## src/rtl/onehot_event_encoder_if.sv

```systemverilog
// Event/code port bundle for onehot_event_encoder.
// The master modport is the encoder side; the slave modport is the event source and code consumer.
interface onehot_event_encoder_if;
    logic [7:0] req_in;
    logic [2:0] code_out;
    logic       valid_out;
    logic       ready_in;
    logic [7:0] pending_out;
    logic       overflow_out;

    modport master (
        input  req_in,
        input  ready_in,
        output code_out,
        output valid_out,
        output pending_out,
        output overflow_out
    );

    modport slave (
        output req_in,
        output ready_in,
        input  code_out,
        input  valid_out,
        input  pending_out,
        input  overflow_out
    );
endinterface

```

## src/rtl/onehot_event_encoder.sv

```systemverilog
// Serializing 8-to-3 event encoder: sticky pending events are issued one per cycle
// as 3-bit codes on a valid/ready port. Fixed priority or round-robin selection.
module onehot_event_encoder #(
    parameter bit RR_MODE = 1'b0
) (
    input logic                    clk,
    input logic                    rst,
    onehot_event_encoder_if.master bus
);
    logic [7:0] pending;
    logic [2:0] code_r;
    logic       valid_r;
    logic       ovf_r;
    logic [2:0] last;

    logic [2:0] sel;
    logic [2:0] cand;
    logic       load;
    logic       take;
    logic [7:0] clear_mask;

    // Scan order is arranged so the preferred candidate is written last and wins.
    always_comb begin
        sel  = 3'd0;
        cand = 3'd0;
        if (RR_MODE) begin
            for (int k = 7; k >= 0; k--) begin
                cand = last + 3'(k) + 3'd1;
                if (pending[cand]) sel = cand;
            end
        end else begin
            for (int i = 0; i < 8; i++) begin
                if (pending[i]) sel = 3'(i);
            end
        end
    end

    assign load       = !valid_r || bus.ready_in;
    assign take       = load && (|pending);
    assign clear_mask = take ? (8'd1 << sel) : 8'd0;

    always_ff @(posedge clk) begin
        if (rst) begin
            pending <= 8'd0;
            code_r  <= 3'd0;
            valid_r <= 1'b0;
            ovf_r   <= 1'b0;
            last    <= 3'd7;
        end else begin
            // A request landing on its own clear edge re-arms the bit; it is not lost.
            pending <= (pending & ~clear_mask) | bus.req_in;
            ovf_r   <= |(bus.req_in & pending & ~clear_mask);
            if (take) begin
                code_r  <= sel;
                valid_r <= 1'b1;
                if (RR_MODE) last <= sel;
            end else if (load) begin
                valid_r <= 1'b0;
            end
        end
    end

    assign bus.code_out     = code_r;
    assign bus.valid_out    = valid_r;
    assign bus.pending_out  = pending;
    assign bus.overflow_out = ovf_r;
endmodule

```

## src/flat_wrapper.sv

```systemverilog
// flat-port wrapper written by rule: the top's interface ports become plain ports
module onehot_event_encoder_flat 
#(
    parameter bit RR_MODE = 1'b0
)
  (clk, rst, bus_req_in, bus_ready_in, bus_code_out, bus_valid_out, bus_pending_out, bus_overflow_out);
  onehot_event_encoder_if bus_i ();
  input logic clk;
  input logic rst;
  input wire logic [$bits(bus_i.req_in)-1:0] bus_req_in;
  input wire logic [$bits(bus_i.ready_in)-1:0] bus_ready_in;
  output wire logic [$bits(bus_i.code_out)-1:0] bus_code_out;
  output wire logic [$bits(bus_i.valid_out)-1:0] bus_valid_out;
  output wire logic [$bits(bus_i.pending_out)-1:0] bus_pending_out;
  output wire logic [$bits(bus_i.overflow_out)-1:0] bus_overflow_out;
  assign bus_i.req_in = bus_req_in;
  assign bus_i.ready_in = bus_ready_in;
  assign bus_code_out = bus_i.code_out;
  assign bus_valid_out = bus_i.valid_out;
  assign bus_pending_out = bus_i.pending_out;
  assign bus_overflow_out = bus_i.overflow_out;
  onehot_event_encoder #(.RR_MODE(RR_MODE)) u_core (.clk(clk), .rst(rst), .bus(bus_i));
endmodule
```

## config.mk

```make
export PLATFORM = sky130hd
export DESIGN_NAME = onehot_event_encoder_flat
export DESIGN_NICKNAME = d
export VERILOG_FILES = /design/src/rtl/onehot_event_encoder_if.sv /design/src/rtl/onehot_event_encoder.sv /design/src/flat_wrapper.sv
export SDC_FILE = /design/constraint.sdc
export NUM_CORES = 1
export LEC_CHECK = 0
export ABC_AREA = 0
export CAP_MARGIN = 25
export CORE_MARGIN = 3
export CORE_UTILIZATION = 39
export CTS_BUF_LIST = sky130_fd_sc_hd__clkbuf_4 sky130_fd_sc_hd__clkbuf_8
export CTS_CLUSTER_DIAMETER = 120
export DETAILED_ROUTE_END_ITERATION = 7
export PLACE_DENSITY = 0.74
export SKIP_CTS_REPAIR_TIMING = 1
export SLEW_MARGIN = 20
export SYNTH_ARGS = -nofsm -noshare
export SYNTH_HDL_FRONTEND = slang
export SYNTH_SLANG_ARGS = --single-unit
```

## constraint.sdc

```tcl
create_clock -name clk -period 1.4 [get_ports clk]
set_input_delay 0.21 -clock clk [delete_from_list [all_inputs] [get_ports clk]]
set_output_delay 0.21 -clock clk [all_outputs]
set_load 0.005 [all_outputs]
```

# Yosys cells after proc, flatten, opt, wreduce, memory -nomap -nowiden
# Cells that the tools add are included.
totals:
  register_bits: 13
  ram_bits: 0
  latchBits: 0
  rom_bits: 0
  out_inout_bits: 13
  memories: 0
op_classes:
  bitwise: 5
  reduce_logical: 6
  n_shift: 1
  div: 0
  n_eq_ne: 0
  mux: 10
  n_mul: 0
  magnitude_cmp: 0
  add_sub_neg: 0
ops:
  columns: ["operator", "n"]
  rows:
  - ["AND 8 bit", 3]
  - ["OR reduction 8 bit", 2]
  - ["two-way mux 3 bit", 4]
  - ["two-way mux 8 bit", 1]
  - ["inverter 8 bit", 1]
  - ["OR 8 bit", 1]
  - ["left shift 1 x 3 -> 8 bit (first input constant)", 1]
  - ["two-way mux 2 bit", 2]
  - ["two-way mux 1 bit", 3]
  - ["nonzero test 2 bit", 1]
  - ["logical AND 1 bit", 1]
  - ["logical NOT 1 bit", 1]
  - ["logical OR 1 bit", 1]

# Depth between registers and ports, before layout
# Gate-level depths: netlist (run 1).
logic_depth:
  word_depth: 12
  ltp_mapped: 4
  mapped_depth_nobuf: 4

# Least setup slack after synthesis (run 1)
# No wires, ideal clock.
synth_path:
  kind: "reg2reg"
  from: "register u_core.pending[3] (netlist: u_core.bus.pending_out[3])"
  to: "register u_core.ovf_r (netlist: u_core.bus.overflow_out)"
  setup_time_ps: 133
  path_stages_with_launch: 5
  required_ps: 1267
  slack_ps: 52
  path_buffers: 0
  period_less_slack_ps: 1348
  arrival_ps: 1215
  cell_sequence: "dfxtp_1 -> nor4_4 -> nand3_1 -> a311oi_1 -> a31oi_1"
synth_via:
  elab_chain_cells: 10
  word_cells_on_any_way: 13
synth_rtl:
  columns: ["element", "line", "source"]
  rows:
  - ["start: declaration", "onehot_event_encoder.sv:10", "logic [7:0] pending;"]
  - ["start signal: assignment", "onehot_event_encoder.sv:51", "pending <= (pending & ~clear_mask) | bus.req_in;"]
  - ["two-way mux 2 bit", "onehot_event_encoder.sv:33", "if (pending[i]) sel = 3'(i);"]
  - ["two-way mux 3 bit (4 in a row)", "onehot_event_encoder.sv:33", null]
  - ["left shift 1 x 3 -> 8 bit", "onehot_event_encoder.sv:40", "assign clear_mask = take ? (8'd1 << sel) : 8'd0;"]
  - ["two-way mux 8 bit", "onehot_event_encoder.sv:40", null]
  - ["inverter 8 bit", "onehot_event_encoder.sv:52", "ovf_r <= |(bus.req_in & pending & ~clear_mask);"]
  - ["AND 8 bit (*)", "onehot_event_encoder.sv:52", null]
  - ["OR reduction 8 bit (*)", "onehot_event_encoder.sv:52", null]
  - ["end signal: assignment", "onehot_event_encoder.sv:52", null]
  - ["end: declaration", "onehot_event_encoder.sv:13", "logic ovf_r;"]
# Every way passes the cells marked *; elsewhere a longest branch is shown, timed or not.
# A chain may end at the register's enable or synchronous reset.

# Worst setup path after layout (run 1)
layout_path:
  from: "register u_core.pending[2] (netlist: u_core.bus.pending_out[2])"
  to: "register u_core.ovf_r (netlist: u_core.bus.overflow_out)"
layout_via:
  elab_chain_cells: 11
  word_cells_on_any_way: 14
layout_rtl:
  columns: ["element", "line"]
  rows:
  - ["two-way mux 2 bit (2 in a row)", "onehot_event_encoder.sv:33"]
  - ["two-way mux 3 bit (4 in a row)", "onehot_event_encoder.sv:33"]
  - ["left shift 1 x 3 -> 8 bit", "onehot_event_encoder.sv:40"]
  - ["two-way mux 8 bit", "onehot_event_encoder.sv:40"]
  - ["inverter 8 bit", "onehot_event_encoder.sv:52"]
  - ["AND 8 bit (*)", "onehot_event_encoder.sv:52"]
  - ["OR reduction 8 bit (*)", "onehot_event_encoder.sv:52"]
# Marks and branches as above.

==> results.md, run 1 <==
* Starting Density at 44.5%
* Final Hold Slack at around 500 ps
* Buf/Inv on CP at 1
* Design Area, Final at 1050 um2
* H-tree depth reported by CTS at 1
* Arrival time at the worst endpoint at approximately 1600 ps
* Placed insts at 130
* Worst reg2reg path depth at 5
* Slew at the pin closest to its max-slew limit at a little over 500 ps
* Hold Crit Start: bus_req_in[0]
* Latest clock arrival within the worst-skew pair at 280 ps
* Routed wire per std cell at approximately 14 um
* Flip-flop and latch count after synthesis at 13
* GR Layer Usage met1 at 23.0%
* Most common cell after layout, fill and taps aside: sky130_fd_sc_hd__clkdlybuf4s50_1
* Synth async-reset ratio at 0%
* Yosys warning total at 0
* Max Fanout on Critical Path at 2
* Final setup violation count at 1
* Failing checks: setup timing
* Total power divided by cell area at 919 nW/um2
* Post-route DRC violation count at 0
* Final worst path period share at 105%
* Core ar. at 1400 um2
* Count of endpoints failing hold in the final timing report at 0
* Starting DRT DRC Count at 13
* Total Routed Length at 1850 um
* Number of synthesized flops with an enable pin at 0
* Outcome: finished with violations
* Clock Tree Root: sky130_fd_sc_hd__clkbuf_4
* Avg Cell Area, Syn at 7.69 um2
* Kind of start point of the critical path: flip-flop
* Hold/Removal Path Class: in -> reg
* Netlist Area Pre-Place at 623 um2
* CTS tree: done
* Number of detailed-routing iterations run before antenna repair at 4
* CTS clock-pin slew for the worst setup and hold paths at roughly 80 ps
* Vias in the first global route at between 700 and 800
* Routed via count at 733
* Met3 routing resource usage after global routing at 3.95%
* Number of max-slew violations in the final report at 0
* Ordered cell list for the critical path: nor4_4 -> buf_4 -> a41oi_2 -> a311oi_1 -> a31oi_1
* Port buffer count at 23
* Syn-to-layout area delta at 68.9%
* Overall power after layout at 0.000967 W
* Worst Slack Setup Final at -64.2 ps
* Max rail drop VDD at 0.000935 V
* Sequential cell area fraction in the yosys report at roughly two fifths
* Final worst path period need at roughly 1500 ps
* Most used routing layer: met2
* Global-route wire length before repair at between 2000 and 3000 um
* HPWL after detailed placement at roughly 1300 um
* Utilization after layout at 75.2%
* Count of non-filler cells in the finished layout at roughly 140
* Gate Count Post-Synth at 81
* Die Outline Area at 2110 um2
* Worst path depth at 5
* Count of inserted antenna diode cells at 0
* Post-synth top flop: sky130_fd_sc_hd__dfxtp_1
* Count of different cell masters after synthesis at 20
* Req. time, crit path at roughly 1600 ps
* Category of cells accounting for the largest share of critical-path delay: compound AO/OA/AOI/OAI gates
* Leftover overflow at the end of global routing at 0
* Worst hold path cell count at 3
* Boundary pin count at 24
* Largest net degree at the start of global routing at 14
* Timing-limited maximum frequency at roughly 0.68 GHz
* Worst setup path startpoint: u_core.bus.pending_out[2]
* Leakage power total at 0.460 nW
* Commonest non-fill, non-tap cells in the layout: sky130_fd_sc_hd__clkdlybuf4s50_1, sky130_fd_sc_hd__buf_4, sky130_fd_sc_hd__a21oi_1
* Critical path class: reg -> reg
* Maximum capacitance violations at 0
* Combined global-route utilization of all metal layers at 18.9%
* Critical path's largest stage delay at 340 ps
* Instance area at placement at ~960 um2
* Ratio of cells with drive above 1 in the final layout at about a quarter
* Core Rows at 13
* GPL Wtd Cong at 0.871
* Die height at ~46 um
* Remaining number of nets flagged by the antenna check after routing at 0
* Clock buffers created by TritonCTS at 3
* RSZ-0062 raised after global routing: yes
* Clock skew at 0.524 ps
* Horizontal die dimension at 46.0 um
* Master of the slowest instance on the critical path: sky130_fd_sc_hd__dfxtp_2
* Source of the worst register-to-register timing path: u_core.bus.pending_out[2]
* Number of nets at the end of the flow at around 130
* Headroom to the max-slew limit at between 60% and 70%
* Clock sink total at 13
* Number of antenna violations at the first check in global routing at 0
* Capturing element type of the critical path: flip-flop
* Maximum count of clock buffers along a single path at 2
* Grt met2 use at 29.4%
* Nets in the synthesized netlist at ~90
* Average vias per placed instance at 5.43
[metal layers]
metal	vias up	share of wire, %
met3	7	6.9
met2	26	46
met1	329	44
met5	-	0
met4	0	2.9
li1	371	-
[through the flow]
step	setup WS, ps	setup TNS [ps]
6_report	-64.2	-64.2
3_3_place_gp	-127	-640
4_1_cts	-144	-573
5_1_grt	-200	-280
2_1_floorplan	52.4	0
3_5_place_dp	-176	-842
[state kept, by name (all words and copies together) (netlist names)]
name                     count
u_core.bus.code_out          3
u_core.bus.overflow_out      1
u_core.bus.pending_out       8
u_core.bus.valid_out         1
[cell families (layout without fill, tap and decap cells)]
kind of cell	Yosys count	in the layout	synth area share, %
flops	13	13	41.8
buf+inv	10	49	6.02
simple gates	29	29	23.9
compound gates	29	29	28.3
[final timing paths]
| kind | endpoint | slack (ps) |
|---|---|---|
| worst max-delay path | u_core.bus.overflow_out | -60 |
| worst min-delay path | u_core.bus.pending_out[0] | 490 |
| worst max register to register | u_core.bus.overflow_out | -60 |
| worst min register to register | u_core.bus.pending_out[4] | 510 |
[tightest hold or removal path, stage by stage]
cell and delay (ps):
sky130_fd_sc_hd__clkdlybuf4s50_1 420, sky130_fd_sc_hd__inv_1 60, sky130_fd_sc_hd__a21oi_1 50
[cell usage after synthesis (all sizes together) (2+ instances only)]
library cell / count / area share [%]
dfxtp: 13 / 42
a21oi: 12 / 9.6
nor2: 11 / 7.0
inv: 9 / 5.4
nand2: 8 / 4.8
o21ai: 6 / 4.8
a311oi: 3 / 4.2
a31oi: 3 / 3.0
nand2b: 3 / 3.0
a211oi: 2 / 2.4
a41oi: 2 / 2.8
nand3: 2 / 1.6
nor4: 2 / 4.4
[where the power goes]
group          internal (W)  leakage (nW)  switching (W)
Clock              0.000130        0.0184       0.000123
Combinational      0.000158         0.331       0.000123
Sequential         0.000405         0.111      0.0000278
Total              0.000693         0.460       0.000274
[area by class of cell]
class / instances / area (um2)
repair buffers: 36 / 335
well taps: 15 / 18.8
fillers: 110 / 347
flip-flops and latches: 13 / 273
multi-input cells: 58 / 362
inverters: 9 / 33.8
clock buffers: 4 / 30.0
Power figures use the tool's default switching activity.
==> run 2, diff against run 1 <==
- PLACE_DENSITY: 0.74 -> 0.84
==> run 2 against run 1 <==
Compared with the run above:
- non-clock buffer count fell by 1
- clock power rose by 2%
- the run still ends with setup timing left
- via count rose by 0.82%
- power rose by 0.12%
- final cell count fell by 0.74%
- highest routed layer unchanged
- critical path type unchanged
- global-route usage fell by 0.84 points
- routed wire length rose by 2.4%
==> results.md, run 2 (synthesis results as in run 1) <==
* Outcome: finished with violations
* Failing checks: setup timing
* Ordered cell list for the critical path: nor4_4 -> nand3_2 -> a311oi_2 -> a31oi_1
* Placed insts at 128 (-1.5%)
* HPWL after detailed placement at 1320 um (-0.61%)
* Commonest non-fill, non-tap cells in the layout: sky130_fd_sc_hd__clkdlybuf4s50_1, sky130_fd_sc_hd__a21oi_1, sky130_fd_sc_hd__buf_4
* Most common cell after layout, fill and taps aside: sky130_fd_sc_hd__clkdlybuf4s50_1
* Hold Crit Start: bus_req_in[2]
* Kind of start point of the critical path: flip-flop
* Total power divided by cell area at 924 nW/um2 (+0.60%)
* Starting DRT DRC Count at 34 (+21)
* Hold worst-path end: u_core.bus.pending_out[2]
* Syn-to-layout area delta at 68.1%
* Arrival time at the worst endpoint at 1560 ps (-50 ps)
* Buf/Inv on CP at 0 (-1)
* Routed via count at 739 (+0.82%)
* Count of endpoints failing hold in the final timing report at 0 (unchanged)
* Source of the worst register-to-register timing path: u_core.bus.pending_out[3]
* Final worst path period need at 1410 ps (-57.7 ps)
* Combined global-route utilization of all metal layers at 18.1% (-0.84 points)
* Largest net degree at the start of global routing at 14 (unchanged)
* Largest register FFs at 8 (unchanged)
* Port buffer count at 23 (unchanged)
* Worst Slack Setup Final at -6.47 ps (+57.7 ps)
* Worst reg2reg path depth at 4 (-1)
* Worst hold path cell count at 3 (unchanged)
* Max rail drop VDD at 0.000565 V (-40%)
* CTS tree: done
* Capturing element type of the critical path: flip-flop
* GPL Wtd Cong at 0.800 (-8.2%)
* Average vias per placed instance at 5.51 (+1.6%)
* Count of inserted antenna diode cells at 0 (unchanged)
* Count of non-filler cells in the finished layout at 134 (-0.74%)
* Master of the slowest instance on the critical path: sky130_fd_sc_hd__nor4_4
* H-tree depth reported by CTS at 1 (unchanged)
* Remaining number of nets flagged by the antenna check after routing at 0 (unchanged)
* Number of nets at the end of the flow at 131 (-0.76%)
* Clock skew at 3.45 ps (+2.93 ps)
* Number of max-slew violations in the final report at 0 (unchanged)
* Clock sink total at 13 (unchanged)
* Maximum count of clock buffers along a single path at 2 (unchanged)
* Max Fanout on Critical Path at 3 (+1)
* Latest clock arrival within the worst-skew pair at 280 ps (about the same)
* Req. time, crit path at 1550 ps (about the same)
* Core ar. at 1400 um2 (unchanged)
* Post-route DRC violation count at 0 (unchanged)
* Critical R2R Capture: u_core.bus.overflow_out
* CTS clock-pin slew for the worst setup and hold paths at 80 ps (about the same)
* Design Area, Final at 1050 um2 (-0.48%)
* Hold/Removal Path Class: in -> reg
* Routed wire per std cell at 14.1 um (+3.1%)
* Maximum capacitance violations at 0 (unchanged)
* Core Rows at 13 (unchanged)
* Instance area at placement at 943 um2 (-1.6%)
* Horizontal die dimension at 46.0 um (unchanged)
* Global-route wire length before repair at 2750 um (-4.5%)
* Number of detailed-routing iterations run before antenna repair at 4 (unchanged)
* Leftover overflow at the end of global routing at 0 (unchanged)
* Final setup violation count at 1 (unchanged)
* Slew at the pin closest to its max-slew limit at 526 ps (+18.8 ps)
* RSZ-0062 raised after global routing: yes
* Vias in the first global route at 679 (-5.3%)
* Leakage power total at 0.467 nW (+1.3%)
* Critical path class: reg -> reg
* Headroom to the max-slew limit at 64.8% (-1.3 points)
* Number of antenna violations at the first check in global routing at 0 (unchanged)
* Total Routed Length at 1890 um (+2.4%)
* Boundary pin count at 24 (unchanged)
* Starting Density at 44.5% (unchanged)
* Die height at 46.0 um (unchanged)
* Ratio of cells with drive above 1 in the final layout at 27.7% (+1.9 points)
* Critical path's largest stage delay at 350 ps (about the same)
* Worst path depth at 4 (-1)
* Category of cells accounting for the largest share of critical-path delay: simple AND/OR/NAND/NOR gates
* Setup slack on the worst flop-to-flop path at -6 ps (+60 ps)
* Clock Tree Root: sky130_fd_sc_hd__clkbuf_4
* Final worst path period share at 100% (-4.1 points)
* Timing-limited maximum frequency at 0.711 GHz (+4.1%)
* Clock buffers created by TritonCTS at 3 (unchanged)
* Die Outline Area at 2110 um2 (unchanged)
## run 2: cell type report
type / instances / area [um2]
Inverter: 9 / 33.8
Tap cell: 15 / 18.8
Fill cell: 104 / 352
Sequential cell: 13 / 278
Clock buffer: 4 / 30.0
Timing Repair Buffer: 35 / 330
Multi-Input combinational cell: 58 / 357
## run 2: metal layers
metal / track usage [%] / routed length [um] / part of all wire [%] / up-vias
met3: 3.95 / 169 / 8.9 / 7
met4: 10.8 / 34 / 1.8 / 0
li1: - / - / - / 363
met2: 29.9 / 944 / 50 / 36
met1: 20.8 / 740 / 39 / 333
met5: 0 / 0 / 0 / -
## run 2: worst reg2reg max path: cells and delay by family, from the launching register on
kind | cells | cell delay, ps
compound gates | 2 | 430
simple gates | 2 | 510
flops | 1 | 340
## run 2: how the worst max path moves through the flow
stage               slack (ps)                       to                      start
global placement          -130  u_core.bus.overflow_out               bus_ready_in
detailed placement        -230  u_core.bus.overflow_out               bus_ready_in
finish                      -6  u_core.bus.overflow_out  u_core.bus.pending_out[3]
floorplan                   50  u_core.bus.overflow_out  u_core.bus.pending_out[3]
global route               -60  u_core.bus.overflow_out  u_core.bus.pending_out[3]
CTS                       -180       bus_pending_out[5]  u_core.bus.pending_out[5]
## run 2: report_power, final
group	total [W]	leakage, nW	internal (W)	switching [W]
Combinational	0.000275	0.337	0.000156	0.000120
Clock	0.000258	0.0184	0.000130	0.000128
Sequential	0.000435	0.112	0.000404	0.0000312
## run 2: through the flow
step                      hold WS (ps)  worst slack (ps)  total power (W)  TNS, ps  utilization, %
after floorplan                    282              52.4         0.000538        0               -
after global placement             490              -129         0.000682     -469            67.4
after detailed placement           501              -235         0.000690     -894            67.4
after CTS                          498              -180         0.000943     -707            69.6
after global routing               498             -64.6          0.00102     -186            74.9
final                              483             -6.47         0.000968    -6.47            74.9
==> run 3, diff against run 2 <==
- ABC_AREA: 0 -> unset
==> results of run 3 <==
Same layout as run 2: the final DEF is identical, and so are final timing and power.
